[src/rtl/jtcps2_keyfeed.sv]
// Captures the 20-byte CPS2 key from the downloader stream and replays it as isolated din_we strobes.
// Build option: JTCPS2_KEYFEED_ZFILL_EN replays incomplete keys with missing bytes sent as 8'h00.
module jtcps2_keyfeed #(
    parameter int unsigned   AW        = 25,
    parameter logic [AW-1:0] KEY_START = '0,
    parameter int unsigned   GAP       = 2
)(
    input  logic          clk,
    input  logic          rst,
    input  logic          downloading,
    input  logic [AW-1:0] ioctl_addr,
    input  logic [7:0]    ioctl_dout,
    input  logic          ioctl_wr,
    output logic [7:0]    din,
    output logic          din_we,
    output logic          busy,
    output logic          key_ok
);
    typedef enum logic [1:0] {S_IDLE, S_CAPTURE, S_REPLAY, S_DONE} state_t;

    localparam int unsigned NKEY    = 20;
    localparam logic [4:0]  LAST    = 5'd19;
    localparam logic [4:0]  END_IDX = 5'd20;
    localparam logic [3:0]  GAP_N   = 4'(GAP);

    state_t          r_state, w_state_nxt;
    logic [7:0]      r_buf [NKEY];
    logic [NKEY-1:0] r_valid;
    logic [4:0]      r_idx, w_idx_nxt;
    logic [3:0]      r_gcnt, w_gcnt_nxt;
    logic            r_dl;
    logic [7:0]      r_din, w_din_nxt;
    logic            r_din_we, w_din_we_nxt;
    logic            r_busy, w_busy_nxt;
    logic            r_key_ok, w_key_ok_nxt;
    logic            w_rise, w_fall, w_go, w_in_win, w_capture;
    logic [AW-1:0]   w_off;
    logic [4:0]      w_rd_idx;
    logic [7:0]      w_rd_byte;

    assign w_rise    = downloading & ~r_dl;
    assign w_fall    = ~downloading & r_dl;
    // Wrapping subtraction makes addresses below KEY_START fall outside the window too
    assign w_off     = ioctl_addr - KEY_START;
    assign w_in_win  = w_off < AW'(NKEY);
    assign w_capture = ioctl_wr & w_in_win & (w_rise | (r_state == S_CAPTURE));

    // Next byte to present: byte 0 when leaving CAPTURE, else the one after the current strobe
    assign w_rd_idx  = (r_state == S_REPLAY && r_idx < LAST) ? r_idx + 5'd1 : '0;
`ifdef JTCPS2_KEYFEED_ZFILL_EN
    assign w_go      = 1'b1;
    assign w_rd_byte = r_valid[w_rd_idx] ? r_buf[w_rd_idx] : 8'h00;
`else
    assign w_go      = &r_valid;
    assign w_rd_byte = r_buf[w_rd_idx];
`endif

    always_ff @(posedge clk) begin
        if (rst) begin
            r_state  <= S_IDLE;
            r_valid  <= '0;
            r_idx    <= '0;
            r_gcnt   <= '0;
            r_dl     <= 1'b0;
            r_din    <= '0;
            r_din_we <= 1'b0;
            r_busy   <= 1'b0;
            r_key_ok <= 1'b0;
        end else begin
            r_state  <= w_state_nxt;
            r_idx    <= w_idx_nxt;
            r_gcnt   <= w_gcnt_nxt;
            r_dl     <= downloading;
            r_din    <= w_din_nxt;
            r_din_we <= w_din_we_nxt;
            r_busy   <= w_busy_nxt;
            r_key_ok <= w_key_ok_nxt;
            if (w_rise)    r_valid <= '0;
            if (w_capture) r_valid[w_off[4:0]] <= 1'b1;
        end
    end

    always_ff @(posedge clk) begin
        if (w_capture) r_buf[w_off[4:0]] <= ioctl_dout;
    end

    always_comb begin
        w_state_nxt = r_state;
        if (w_rise) begin
            w_state_nxt = S_CAPTURE;
        end else begin
            case (r_state)
                S_CAPTURE: if (w_fall) w_state_nxt = w_go ? S_REPLAY : S_IDLE;
                S_REPLAY:  if (r_gcnt == '0 && r_idx == END_IDX) w_state_nxt = S_DONE;
                default:   ;
            endcase
        end
    end

    always_comb begin
        w_din_nxt    = r_din;
        w_din_we_nxt = 1'b0;
        w_busy_nxt   = r_busy;
        w_key_ok_nxt = r_key_ok;
        w_idx_nxt    = r_idx;
        w_gcnt_nxt   = r_gcnt;
        if (w_rise) begin
            w_busy_nxt   = 1'b0;
            w_key_ok_nxt = 1'b0;
        end else begin
            case (r_state)
                S_CAPTURE: if (w_fall && w_go) begin
                    w_busy_nxt = 1'b1;
                    w_idx_nxt  = '0;
                    w_gcnt_nxt = '0;
                    w_din_nxt  = w_rd_byte;
                end
                S_REPLAY: if (r_gcnt == '0) begin
                    // Index past the last byte means its gap has fully elapsed
                    if (r_idx == END_IDX) begin
                        w_busy_nxt   = 1'b0;
                        w_key_ok_nxt = 1'b1;
                    end else begin
                        w_din_we_nxt = 1'b1;
                        w_gcnt_nxt   = GAP_N;
                    end
                end else begin
                    w_gcnt_nxt = r_gcnt - 4'd1;
                    if (r_gcnt == GAP_N && r_idx < LAST) w_din_nxt = w_rd_byte;
                    if (r_gcnt == 4'd1) w_idx_nxt = r_idx + 5'd1;
                end
                default: ;
            endcase
        end
    end

    assign din    = r_din;
    assign din_we = r_din_we;
    assign busy   = r_busy;
    assign key_ok = r_key_ok;
endmodule

[config.mk]
export PLATFORM = sky130hd
export DESIGN_NAME = jtcps2_keyfeed
export DESIGN_NICKNAME = d
export VERILOG_FILES = /design/src/rtl/jtcps2_keyfeed.sv
export SDC_FILE = /design/constraint.sdc
export NUM_CORES = 1
export LEC_CHECK = 0
export ABC_AREA = 1
export CAP_MARGIN = 0
export CORE_MARGIN = 2
export CORE_UTILIZATION = 58
export DETAILED_ROUTE_END_ITERATION = 7
export GPL_ROUTABILITY_DRIVEN = 0
export PLACE_DENSITY_LB_ADDON = 0.3
export SLEW_MARGIN = 20
export SYNTH_ARGS = -nofsm -noshare
export SYNTH_HDL_FRONTEND = slang
export SYNTH_SLANG_ARGS = --single-unit
[constraint.sdc]
create_clock -name clk -period 6.95 [get_ports clk]
set_input_delay 1.7375 -clock clk [delete_from_list [all_inputs] [get_ports clk]]
set_output_delay 1.7375 -clock clk [all_outputs]
set_load 0.01 [all_outputs]
# Word level (Yosys, flattened, before mapping)

Memories as Yosys holds them, arrays and structs flattened.
Cells that the tools add are included.

Memories: 1
Bits of input ports: 37
Register bits after elaboration: 43
Logic and storage cells: 92
Bits in writable memories: 160
Output and inout port bits: 11

Memory list:

| name  | words | width | rd ports | clocked after Yosys merged registers in | wr ports | line | RTL |
|---|---|---|---|---|---|---|---|
| r_buf | 20    | 8     | 1        | 0                                       | 1        | 27   | `logic [7:0] r_buf [NKEY];` |

Order comparisons: 4
Bitwise gates (word level): 11
Equal/unequal tests: 16
Reduce and logical (&&, ||, !) cells: 18
Mux-type cells: 30
Add/sub/neg operators: 2

Operators with widths:

| cell                | count |
|---|---|
| $mux 20             | 3 |
| $lt 25x5->1 const B | 1 |
| $mux 8              | 3 |
| $mux 5              | 4 |
| $or 20x20->20       | 1 |
| $reduce_and 20->1   | 1 |
| $pmux 8 s2          | 1 |
| $mux 4              | 3 |
| $ne 2x1->1 const B  | 6 |
| $pmux 5 s2          | 1 |
| $reduce_and 5->1    | 2 |
| $reduce_and 3->1    | 3 |
| $mux 1              | 8 |
| $pmux 4 s2          | 1 |
| $reduce_and 4->1    | 2 |
| $lt 5x6->1 const B  | 1 |
| $mux 2              | 3 |
| $ne 3x3->1 const B  | 2 |
| $add 5x1->5 const B | 1 |
| $demux 1 s5         | 1 |
| $eq 5x5->1 const B  | 1 |
| $ge 5x1->1 const B  | 1 |
| $logic_and 1x1->1   | 5 |
| $lt 5x5->1 const B  | 1 |
| 17 further kinds    | 25 |

# Longest topological paths before layout

An unclocked memory read counts as a cell.

Depth in word-level cells: 7
Gate-level depth with buffers: 15
Depth with buffers taken out: 12

# Least setup slack after synthesis

OpenSTA, ideal clock, no wires.

Kind: in2reg
From: input downloading
To: memory r_buf[18][0] (enable)
Arrival time: 3.008 ns
Path slack: 3.568 ns
Stages on the path: 6
Path buffers: 0
Required time: 6.576 ns
Setup time: 0.374 ns
Path through: ha_1 o21ai_0 nor3_1 nor3b_2 nand3_1 nor2_1

Word-level cells in the longest chain between the ends: 5

RTL lines:

| item                         | line | RTL |
|---|---|---|
| from (decl)                  | 10   | `input logic downloading,` |
| $and 1x1->1                  | 41   | `assign w_rise = downloading & ~r_dl;` |
| $or 1x1->1                   | 46   | `assign w_capture = ioctl_wr & w_in_win & (w_rise \| (r_state == S_CAPTURE));` |
| $and 1x1->1                  | 46   |  |
| $mux 1                       | 84   | `if (w_capture) r_buf[w_off[4:0]] <= ioctl_dout;` |
| $mux 1 (not written as such) | 84   |  |
| to (decl)                    | 27   |  |

Every way passes these cells.

# Final worst setup path

From: input downloading
To: memory r_buf[6][3] (enable)

Same word-level chain as after synthesis.

==> results.sh <==
export IMPL_cts_tree="done"
export IMPL_grt_pass1_wl_mm=33.13
export IMPL_slowest_delay_ps=680
export IMPL_totalWireLength_mm=21.76
export IMPL_required_ps=7080
export IMPL_synth_area_per_cell_um2=9.940
export IMPL_cts_sinks=203
export IMPL_fp_coreArea_um2=15310
export IMPL_wl_per_cell_um=18.47
export IMPL_grt_usage_pct=26.29
export IMPL_cap_violations=0
export IMPL_status="complete, no violations"
export IMPL_critPathMaxFanout=9
export IMPL_tns_ps=0
export IMPL_power_density_nw_per_um2=269.2
export IMPL_synth_seq_cells=203
export IMPL_final_min_clock_period_ps=4073
export IMPL_hold_viol_final=0
export IMPL_synth_top_cells_by_count="nand2_1, edfxtp_1, nor2_1"
export IMPL_fillerInstances=1207
export IMPL_vias_per_cell=5.568
export IMPL_dr_pass1_iters=6
export IMPL_r2r_start="r_state[0]"
export IMPL_multi_input_area_um2=2808
export IMPL_swShare_pct=22.08
export IMPL_pre_cts_slack_ps=2426
export IMPL_p_switching_uw=618.2
export IMPL_cp_start_kind="input pin"
export IMPL_port_buffers=47
export IMPL_area_growth_pct=13.70
export IMPL_die_y_um=129.6
export IMPL_initialDrtViolationCount=796
export IMPL_ir_drop_uv=193.2
export IMPL_rrSetupSlack_ps=3780
export IMPL_clock_fmax_mhz=245.5
export IMPL_slew_viol_final=0
export IMPL_crit_arrival_ps=4200
export IMPL_seq_power_share_pct=47.6
export IMPL_clkLatencyLatePin_ps=500
export IMPL_dieWidth_um=129.6
export IMPL_comb_power_share_pct=8.0
export IMPL_worstHoldStart="r_valid[15]"
export IMPL_clockBufferDepth=3
export IMPL_ys_warn_count=0
export IMPL_clock_skew_final_ps=9.633
export IMPL_ctsResizeCount=0
export IMPL_drc=0
export IMPL_yosysTopAreaCell="edfxtp_1"
export IMPL_vias=6559
export IMPL_max_slew_margin_rel_pct=32.57
export IMPL_synthesis_area_um2=9145
export IMPL_crit_slowest_cell="nor2_1"
export IMPL_diodes=0
export IMPL_synthTopCellsByArea="edfxtp_1, dfxtp_1, nand3_1"
export IMPL_worstMarginPinSlew_ps=1008
export IMPL_postCtsSetupRepairBufs=0
export IMPL_nets=1000
export IMPL_async_flop_share_pct=0
export IMPL_syn_nets=967
export IMPL_ys_seq_area_share_pct=61.95
export IMPL_dp_hpwl_mm=13.29
export IMPL_hold_buffers=0
export IMPL_grt_ovfl_total=0
export IMPL_root_buffer="clkbuf_16"
export IMPL_rows=45
export IMPL_syn_inst=920
export IMPL_rsz0062_at_grt="no"
export IMPL_period_share_pct=58.60
export IMPL_regArea_um2=5665
export IMPL_layout_drive_gt1_share_pct=6.412
export IMPL_synth_top_area_share_pct=52.54
export IMPL_io_pins=48
export IMPL_start_util_pct=59.71
export IMPL_hold_path_class="reg -> reg"
export IMPL_htreeDepth=1
export IMPL_grt_pass1_vias=6021
export IMPL_crit_chain="clkdlybuf4s50_1 -> ha_1 -> o21ai_0 -> nor3_1 -> nor3b_2 -> nand3_1 -> nor2_1"
export IMPL_clk_pin_slew_ps=60
export IMPL_yosys_cell_count_top_type="nand2_1"
export IMPL_p_int_mw=2.181
export IMPL_die_area_um2=16790
export IMPL_cts_buffers_inserted=21
export IMPL_synth_edf_count=160
export IMPL_crit_start="downloading"
export IMPL_setup_viol=0
export IMPL_clkPwrFrac_pct=44.4
export IMPL_worstSetupEndpointType="flop"
export IMPL_worst_setup_path_type="in -> reg"
export IMPL_p_leak_nw=3.956
export IMPL_fin_ws_ps=2877
export IMPL_grt_max_degree=77
export IMPL_ys_flop_type="edfxtp_1"
export IMPL_ant_nets=0
export IMPL_antenna_found_initial=0
export IMPL_yosys_cell_types_count=36
export IMPL_hold_slack_ps=455.3
-- registers in the layout (all words and copies together), names as in the netlist --
name     flops
key_ok       1
busy         1
r_idx        5
r_buf      160
din_we       1
r_state      2
r_dl         1
din          8
r_valid     20
r_gcnt       4
-- power by group through the flow --
stage | clock, mW | combinational (mW) | sequential (mW)
after floorplan | 0 | 0.133 | 1.36
after global placement | 0 | 0.215 | 1.36
after detailed placement | 0 | 0.218 | 1.36
after CTS | 1.25 | 0.222 | 1.33
after global routing | 1.30 | 0.247 | 1.33
final | 1.24 | 0.225 | 1.33
-- worst paths after layout --
| path | depth (start not counted) | end |
|---|---|---|
| setup reg to reg | 14 | din[6] |
| hold reg to reg | 2 | r_valid[15] |
| setup / recovery | 7 | r_buf[6][3] |
| hold / removal | 2 | r_valid[15] |
-- cells in the final DEF (no fill, tap or decap), types with 2 or more instances in the layout --
cell type        Yosys  final
a21oi_1             12     12
a21oi_2              7      7
buf_4                6      3
bufinv_16            0      5
clkbuf_1             5      3
clkbuf_16            0     21
clkbuf_8             0      4
clkdlybuf4s50_1      0     47
clkinv_1             1      2
clkinv_2             0      2
dfxtp_1             43     43
edfxtp_1           160    160
ha_1                10     10
inv_1               97     97
inv_2                4      4
nand2_1            163    163
nand2_2              2      2
nand2_4              3      3
nand3_1            123    122
nand3b_1            39     39
nand4_1              6      6
nand4_2              2      2
nor2_1             148    148
nor3_1               8      8
nor3b_1              3      3
nor3b_2              2      2
o211ai_1             8      8
o21ai_0             26     26
o21ai_1              3      3
-- logic make-up (layout without fill, tap and decap cells) --
logic type,count (synthesis),in the layout,synth area share (%)
buf+inv,143,190,7.402
xor+xnor,1,1,0.09579
simple gates,504,504,25.27
fa+ha+maj,10,10,1.368
flops,203,203,61.95
compound gates,59,59,3.913
-- cell type report --
cell class / count / area share [%]
flip-flops and latches: 203 / 54.49
multi-input cells: 574 / 27.00
clock buffers: 28 / 5.692
repair buffers: 51 / 4.934
inverters: 102 / 3.682
well taps: 211 / 2.539
clock inverters: 9 / 1.661
-- stage by stage --
| stage | cell area (µm²) | power (mW) | utilization [%] | instances |
|---|---|---|---|---|
| finish | 10400 | 2.799 | 67.89 | 1178 |
| global placement | 9613 | 1.573 | 62.77 | 1140 |
| floorplan | 9145 | 1.491 | - | 920 |
| CTS | 10380 | 2.801 | 67.76 | 1177 |
| global route | 10400 | 2.878 | 67.89 | 1178 |
| detailed placement | 9613 | 1.576 | 62.77 | 1140 |
-- per-layer routing --
layer / vias to the layer above / global-route usage [%] / part of all wire [%]
li1: 3140 / - / -
met1: 3080 / 38.21 / 42
met2: 290 / 41.95 / 47
met3: 49 / 3.014 / 8.0
met4: 0 / 8.412 / 3.2
met5: - / 0 / 0
-- critical path: cells and delay by family --
| kind | cells | cell delay (ps) |
|---|---|---|
| compound gates | 1 | 120 |
| buf+inv | 1 | 480 |
| simple gates | 4 | 1610 |
| fa+ha+maj | 1 | 240 |
Power figures use the tool's default switching activity.
